$ cat config.mk
export PLATFORM = sky130hd
export DESIGN_NAME = sram_frame_reader
export DESIGN_NICKNAME = d
export VERILOG_FILES = /design/src/rtl/sram_frame_reader_pkg.sv /design/src/rtl/frame_reader_fifo.sv /design/src/rtl/sram_frame_reader.sv
export SDC_FILE = /design/constraint.sdc
export NUM_CORES = 1
export LEC_CHECK = 0
export BUFFER_PORTS_ARGS = -buffer_cell sky130_fd_sc_hd__buf_2
export CORE_MARGIN = 4
export CORE_UTILIZATION = 45
export CTS_BUF_LIST = sky130_fd_sc_hd__clkbuf_16
export DETAILED_ROUTE_END_ITERATION = 12
export GPL_ROUTABILITY_DRIVEN = 1
export PLACE_DENSITY = 0.62
export REMOVE_ABC_BUFFERS = 1
export SETUP_SLACK_MARGIN = 0.5
export SLEW_MARGIN = 10
export SYNTH_ARGS = -nofsm -noshare
export SYNTH_HDL_FRONTEND = slang
export SYNTH_SLANG_ARGS = --single-unit
$ cat constraint.sdc
create_clock -name clock -period 9.8 [get_ports clock]
set_input_delay 1.96 -clock clock [delete_from_list [all_inputs] [get_ports clock]]
set_output_delay 1.96 -clock clock [all_outputs]
set_load 0.1 [all_outputs]
$ cat src/rtl/sram_frame_reader_pkg.sv
// ---------------------------------------------------------------------------
// sram_frame_reader_pkg : shared frame geometry, SRAM widths and FSM encoding
// Revision 1.0
// ---------------------------------------------------------------------------
`default_nettype none

package sram_frame_reader_pkg;

  localparam int          N_PIXEL_DEF     = 480000;
  localparam int          SRAM_ADDR_W     = 18;
  localparam int          SRAM_DATA_W     = 32;
  localparam int          PIXEL_W         = 8;
  localparam int          PIX_PER_WORD    = SRAM_DATA_W / PIXEL_W;
  localparam int          FIFO_DEPTH_DEF  = 8;
  localparam logic [17:0] FRAME0_BASE_DEF = 18'd0;
  localparam logic [17:0] FRAME1_BASE_DEF = 18'd131072;

  typedef enum logic [1:0] {
    ST_IDLE  = 2'd0,
    ST_FETCH = 2'd1,
    ST_DRAIN = 2'd2,
    ST_DONE  = 2'd3
  } rd_state_t;

  // Counter width that stays legal when the range collapses to one value.
  function automatic int cnt_w(input int n);
    return (n > 1) ? $clog2(n) : 1;
  endfunction

endpackage

`default_nettype wire

$ cat src/rtl/frame_reader_fifo.sv
// ---------------------------------------------------------------------------
// frame_reader_fifo : synchronous first-word-fall-through FIFO with count
// Revision 1.0
// ---------------------------------------------------------------------------
`default_nettype none

module frame_reader_fifo #(
  parameter int WIDTH = 32,
  parameter int DEPTH = 8
) (
  input  logic                       clock,
  input  logic                       reset_n,
  input  logic                       i_push,
  input  logic [WIDTH-1:0]           i_din,
  input  logic                       i_pop,
  output logic [WIDTH-1:0]           o_dout,
  output logic [$clog2(DEPTH+1)-1:0] o_count,
  output logic                       o_full,
  output logic                       o_empty
);

  localparam int AW = $clog2(DEPTH);
  localparam int CW = $clog2(DEPTH + 1);

  logic [WIDTH-1:0] r_mem [DEPTH];
  logic [AW-1:0]    r_wptr;
  logic [AW-1:0]    r_rptr;
  logic [CW-1:0]    r_count;
  logic             w_do_push;
  logic             w_do_pop;

  assign o_full    = (r_count == CW'(DEPTH));
  assign o_empty   = (r_count == '0);
  assign o_count   = r_count;
  assign o_dout    = r_mem[r_rptr];
  assign w_do_push = i_push & ~o_full;
  assign w_do_pop  = i_pop & ~o_empty;

  always_ff @(posedge clock) begin
    if (w_do_push) r_mem[r_wptr] <= i_din;
  end

  // Pointers wrap naturally because DEPTH is a power of two.
  always_ff @(posedge clock or negedge reset_n) begin
    if (!reset_n) begin
      r_wptr  <= '0;
      r_rptr  <= '0;
      r_count <= '0;
    end else begin
      if (w_do_push) r_wptr <= r_wptr + AW'(1);
      if (w_do_pop)  r_rptr <= r_rptr + AW'(1);
      case ({w_do_push, w_do_pop})
        2'b10:   r_count <= r_count + CW'(1);
        2'b01:   r_count <= r_count - CW'(1);
        default: r_count <= r_count;
      endcase
    end
  end

endmodule

`default_nettype wire

$ cat src/rtl/sram_frame_reader.sv
// ---------------------------------------------------------------------------
// sram_frame_reader : streams a stored grey frame from SRAM as 8-bit pixels
// Optional FRAME_READER_CHECKSUM_EN adds a 16-bit emitted-pixel checksum.
// Revision 1.0
// ---------------------------------------------------------------------------
`default_nettype none

module sram_frame_reader
  import sram_frame_reader_pkg::*;
#(
  parameter int                     N_PIXEL     = N_PIXEL_DEF,
  parameter logic [SRAM_ADDR_W-1:0] FRAME0_BASE = FRAME0_BASE_DEF,
  parameter logic [SRAM_ADDR_W-1:0] FRAME1_BASE = FRAME1_BASE_DEF,
  parameter int                     FIFO_DEPTH  = FIFO_DEPTH_DEF
) (
  input  logic                   clock,
  input  logic                   reset_n,
  input  logic                   start,
  output logic                   start_ack,
  input  logic                   frame_sel,
  output logic                   done,
  input  logic                   done_ack,
  output logic [SRAM_ADDR_W-1:0] addr,
  output logic                   addr_valid,
  input  logic                   addr_ready,
  input  logic [SRAM_DATA_W-1:0] data,
  input  logic                   data_valid,
  output logic                   data_ready,
  output logic [PIXEL_W-1:0]     pixel,
  output logic                   pixel_valid,
  input  logic                   pixel_ready
`ifdef FRAME_READER_CHECKSUM_EN
  ,
  output logic [15:0]            checksum
`endif
);

  localparam int N_WORD = N_PIXEL / PIX_PER_WORD;
  localparam int WCW    = cnt_w(N_WORD);
  localparam int PCW    = cnt_w(N_PIXEL);
  localparam int CW     = $clog2(FIFO_DEPTH + 1);

  rd_state_t              r_state;
  logic [SRAM_ADDR_W-1:0] r_base;
  logic [WCW-1:0]         r_word_cnt;
  logic [PCW-1:0]         r_pix_cnt;
  logic [CW-1:0]          r_outstanding;
  logic [1:0]             r_k;
  logic [PIXEL_W-1:0]     r_pixel;
  logic                   r_pixel_valid;
  logic                   r_start_ack;
  logic                   r_done;

  logic                   w_active;
  logic [CW:0]            w_inflight;
  logic                   w_addr_valid;
  logic                   w_addr_xfer;
  logic                   w_data_take;
  logic                   w_load;
  logic                   w_pop;
  logic                   w_pix_xfer;
  logic                   w_last_word;
  logic                   w_last_pix;
  logic [SRAM_DATA_W-1:0] w_fifo_dout;
  logic [CW-1:0]          w_fifo_count;
  logic                   w_fifo_full;
  logic                   w_fifo_empty;

  assign w_active     = (r_state == ST_FETCH) || (r_state == ST_DRAIN);
  assign w_inflight   = {1'b0, r_outstanding} + {1'b0, w_fifo_count};
  // Only request while a FIFO slot is reserved for every word in flight.
  assign w_addr_valid = (r_state == ST_FETCH) && (w_inflight < (CW+1)'(FIFO_DEPTH));
  assign w_addr_xfer  = w_addr_valid & addr_ready;
  assign w_data_take  = w_active & data_valid & (r_outstanding != '0);
  assign w_load       = w_active & ~w_fifo_empty & (~r_pixel_valid | pixel_ready);
  assign w_pop        = w_load & (r_k == 2'd3);
  assign w_pix_xfer   = r_pixel_valid & pixel_ready;
  assign w_last_word  = (r_word_cnt == WCW'(N_WORD - 1));
  assign w_last_pix   = (r_pix_cnt == PCW'(N_PIXEL - 1));

  assign addr        = r_base + SRAM_ADDR_W'(r_word_cnt);
  assign addr_valid  = w_addr_valid;
  assign data_ready  = w_active;
  assign pixel       = r_pixel;
  assign pixel_valid = r_pixel_valid;
  assign start_ack   = r_start_ack;
  assign done        = r_done;

  frame_reader_fifo #(
    .WIDTH (SRAM_DATA_W),
    .DEPTH (FIFO_DEPTH)
  ) u_fifo (
    .clock   (clock),
    .reset_n (reset_n),
    .i_push  (w_data_take),
    .i_din   (data),
    .i_pop   (w_pop),
    .o_dout  (w_fifo_dout),
    .o_count (w_fifo_count),
    .o_full  (w_fifo_full),
    .o_empty (w_fifo_empty)
  );

  always_ff @(posedge clock or negedge reset_n) begin
    if (!reset_n) begin
      r_state     <= ST_IDLE;
      r_base      <= '0;
      r_word_cnt  <= '0;
      r_pix_cnt   <= '0;
      r_start_ack <= 1'b0;
      r_done      <= 1'b0;
    end else begin
      r_start_ack <= 1'b0;
      if (w_pix_xfer && !w_last_pix) r_pix_cnt <= r_pix_cnt + PCW'(1);
      case (r_state)
        ST_IDLE: begin
          if (start) begin
            r_state     <= ST_FETCH;
            r_start_ack <= 1'b1;
            r_base      <= frame_sel ? FRAME1_BASE : FRAME0_BASE;
            r_word_cnt  <= '0;
            r_pix_cnt   <= '0;
          end
        end
        ST_FETCH: begin
          if (w_addr_xfer) begin
            if (w_last_word) r_state <= ST_DRAIN;
            else             r_word_cnt <= r_word_cnt + WCW'(1);
          end
        end
        ST_DRAIN: begin
          if (w_pix_xfer && w_last_pix) begin
            r_state <= ST_DONE;
            r_done  <= 1'b1;
          end
        end
        ST_DONE: begin
          if (done_ack) begin
            r_state <= ST_IDLE;
            r_done  <= 1'b0;
          end
        end
        default: r_state <= ST_IDLE;
      endcase
    end
  end

  always_ff @(posedge clock or negedge reset_n) begin
    if (!reset_n) begin
      r_outstanding <= '0;
      r_k           <= '0;
      r_pixel       <= '0;
      r_pixel_valid <= 1'b0;
    end else begin
      case ({w_addr_xfer, w_data_take & ~w_fifo_full})
        2'b10:   r_outstanding <= r_outstanding + CW'(1);
        2'b01:   r_outstanding <= r_outstanding - CW'(1);
        default: r_outstanding <= r_outstanding;
      endcase
      if (w_load) begin
        r_pixel       <= w_fifo_dout[{r_k, 3'b000} +: PIXEL_W];
        r_pixel_valid <= 1'b1;
        r_k           <= r_k + 2'd1;
      end else if (w_pix_xfer) begin
        r_pixel_valid <= 1'b0;
      end
    end
  end

`ifdef FRAME_READER_CHECKSUM_EN
  logic [15:0] r_checksum;

  always_ff @(posedge clock or negedge reset_n) begin
    if (!reset_n) begin
      r_checksum <= '0;
    end else if ((r_state == ST_IDLE) && start) begin
      r_checksum <= '0;
    end else if (w_pix_xfer) begin
      r_checksum <= r_checksum + 16'(r_pixel);
    end
  end

  assign checksum = r_checksum;
`endif

endmodule

`default_nettype wire

==> key figures <==
Synth
  • Yosys top cell area share: 0.569
  • Top cells by area, synth: edfxtp_1 57%, dfrtp_1 12%, mux4_2 11%
  • Yosys warning count: 0
  • Number of enable flip-flop cells after synthesis: 256
  • Register area share after synthesis: 0.691
  • Cells after Synth: 777
  • Asr flop ratio synth: 0.205
  • Synth top cells by count: 256 x edfxtp_1, 66 x dfrtp_1, 64 x mux4_2
  • Syn Area/Cell: 17.4 µm²
  • Top cell type by total area after synthesis: edfxtp_1
  • Top-count cell post-synth: edfxtp_1
  • #FFs+latches synth: about 320
  • Netlist cell types: 71
  • Top_reg_cell synth: edfxtp_1
  • Post-Syn Area: approximately 0.014 mm²

Placed design
  • Hpwl dp: 15300 µm
  • RD Place Congestion: 0.745
  • Post-Place Cells: ~1200
  • Port-buffer cells: 70
  • Dpl cell area: about 0.014 mm²

STA
  • Period utilization: 0.441
  • Worst slew margin: 0.248
  • Total Neg Setup Slack: 0 ns
  • Setup Viol. Count Final: 0
  • Final hold viol count: 0
  • Final min period: roughly 4.3 ns
  • RSZ-0062 raised after global routing: false
  • Max Slew Vio Count: 0
  • Fmax: approximately 0.23 GHz
  • Skew final: 0.0182 ns
  • Worst-margin pin slew: approximately 1.1 ns

Clock tree
  • Clk_lat worst skew: 0.51 ns
  • Worst-path clk slew: roughly 0.050 ns
  • Total CTS buffers: 35
  • CTS Sinks: 322
  • Resize count post-CTS: 0
  • Hold-fix buffers, CTS: 0
  • CTS tree: done
  • Root Buffer Master: clkbuf_16
  • Post-CTS Setup Repair Bufs: 0
  • Clock Tree Buf Depth: 3
  • H-tree depth: 2

Floorplan
  • Cell row count: 63
  • Placeable Area: 0.0296 mm²
  • DIE WIDTH: roughly 180 µm
  • Starting Density: 0.456
  • Die Area: 0.0329 mm²
  • # IOs: 71
  • Die Ht: 181 µm

Global routing
  • GR Overflow Total: 0
  • Tot GR Track Use: 0.163
  • First-pass GRT wire length: 42200 µm
  • Initial antenna violation count: 1
  • Largest net degree at the start of global routing: 67
  • Vias in the first global route: between 7000 and 8000

Cells and area
  • Post-route insts no fill: 1276
  • Final Cell Area: roughly 0.015 mm²
  • Area delta synth->final: 13.7%
  • Fin util: 0.518
  • Nets@finish: 922
  • # diodes: 0
  • Layout cell share with drive strength beyond 1: 0.270

Routing
  • WL/cell: 20.9 µm
  • Via-per-instance ratio: 5.60
  • DRC viols: 0
  • Drt total wl: 26700 µm
  • DRT iter0 DRCs: 413
  • Antenna viol nets, final: 0
  • Via count: roughly 7100
  • Initial DRT Pass Iterations: 4

Setup path
  • Critical path class: reg -> out
  • Crit path required time: between 7 and 8 ns
  • CP Launch Type: register
  • Worst EP arrival: 2.37 ns
  • FF-to-FF setup slack: 6.40 ns
  • CP Capture Type: output pin
  • Reg2reg end: u_fifo.o_count[3]
  • Max FO, Critical Path: 21
  • CP top delay family: adder cells
  • CP startpoint: r_state[1]
  • CP Buf/Inv Count: 2
  • Slowest CP cell: ha_1
  • Crit-path max cell delay: 0.65 ns
  • R2R Path Start: r_state[0]
  • Crit-path cells: inv_1 > ha_1 > o211a_1 > buf_2
  • Worst Reg-to-Reg Cells: 13

Worst hold path
  • Hold Path Class: reg -> reg
  • Worst Hold Depth: 2
  • Hold endpoint: r_base[17]
  • Hold Path Origin: r_base[17]

Power and ir drop
  • Total Power: 4620 µW
  • Leakage: 0.00538 µW
  • VDD IR-drop max: 0.175 mV
  • PwrDens: 301 mW/mm²

Status
  • Outcome: completed

Job
  • Max_cap viols: 0
==> kinds of logic after synthesis <==
group,count (synthesis),synth area share
DFF,322,0.691
xor gates and xnor gates,20,0.0130
buffers and inverters,54,0.0201
AOI/OAI and AO/OA,104,0.0559
adders and majority gates,20,0.0196
muxes,102,0.137
and+or+nand+nor,155,0.0633
==> metal layers <==
layer / track usage / wire length, µm / vias to the layer above
li1: - / - / 3296
met5: 0 / 20 / -
met2: 0.269 / 13100 / 146
met3: 0.0266 / 1130 / 38
met1: 0.230 / 11900 / 3664
met4: 0.0381 / 447 / 2
==> tightest hold or removal path: cells and delay by family (launching register included) <==
family           cells  cell delay [ns]
AND/OR/NAND/NOR      2             0.10
flip-flops           1             0.33
==> report_power, final <==
| group | leakage (µW) | switching [µW] | internal (µW) |
|---|---|---|---|
| sequential | 0.00308 | 213 | 1730 |
| clock | 0.000539 | 506 | 693 |
| combinational | 0.00175 | 883 | 599 |
| total | 0.00538 | 1600 | 3020 |
==> state kept, by name (all words and copies together), names as in the netlist, 2 cells and up <==
signal / count
u_fifo.r_mem: 256
u_fifo.r_wptr: 3
u_fifo.r_rptr: 3
r_pix_cnt: 19
r_outstanding: 4
pixel: 8
u_fifo.o_count: 4
r_k: 2
r_word_cnt: 17
r_state: 2
==> cells in the final DEF (no fill, tap or decap), types with 11 or more instances in the layout <==
cell type / synthesis / layout
nand3_1: 16 / 16
ha_1: 18 / 18
or4_1: 11 / 11
edfxtp_1: 256 / 256
buf_2: 7 / 69
buf_4: 6 / 13
dfrtp_1: 66 / 63
mux2i_1: 18 / 18
nor2_1: 30 / 28
clkbuf_16: 0 / 36
mux4_2: 64 / 64
inv_1: 18 / 25
a21oi_1: 25 / 24
mux2_2: 16 / 16
o221ai_1: 13 / 13
nand2_1: 37 / 37
==> worst max-delay path by stage <==
| stage | endpoint | cells past startpoint | slack [ns] |
|---|---|---|---|
| 2_1_floorplan | u_fifo.r_mem[2][0] | 4 | 4.34 |
| 6_report | addr_valid | 4 | 5.47 |
| 5_1_grt | addr_valid | 4 | 5.36 |
| 4_1_cts | addr_valid | 4 | 5.47 |
| 3_5_place_dp | u_fifo.o_count[3] | 12 | 5.21 |
| 3_3_place_gp | u_fifo.o_count[3] | 12 | 5.26 |
==> per-stage QoR <==
step,hold WS (ns),worst slack (ns)
final,0.470,5.47
after CTS,0.475,5.47
after floorplan,0.470,4.34
after global routing,0.499,5.36
after global placement,0.453,5.26
after detailed placement,0.457,5.21
==> layout make-up <==
class	instances	area, µm²
Clock inverter	25	155
Tap cell	390	488
Timing Repair Buffer	82	443
Inverter	20	75.1
Clock buffer	36	901
Fill cell	2439	14300
Sequential cell	322	9350
Multi-Input combinational cell	401	3950
Power figures use the tool's default switching activity.
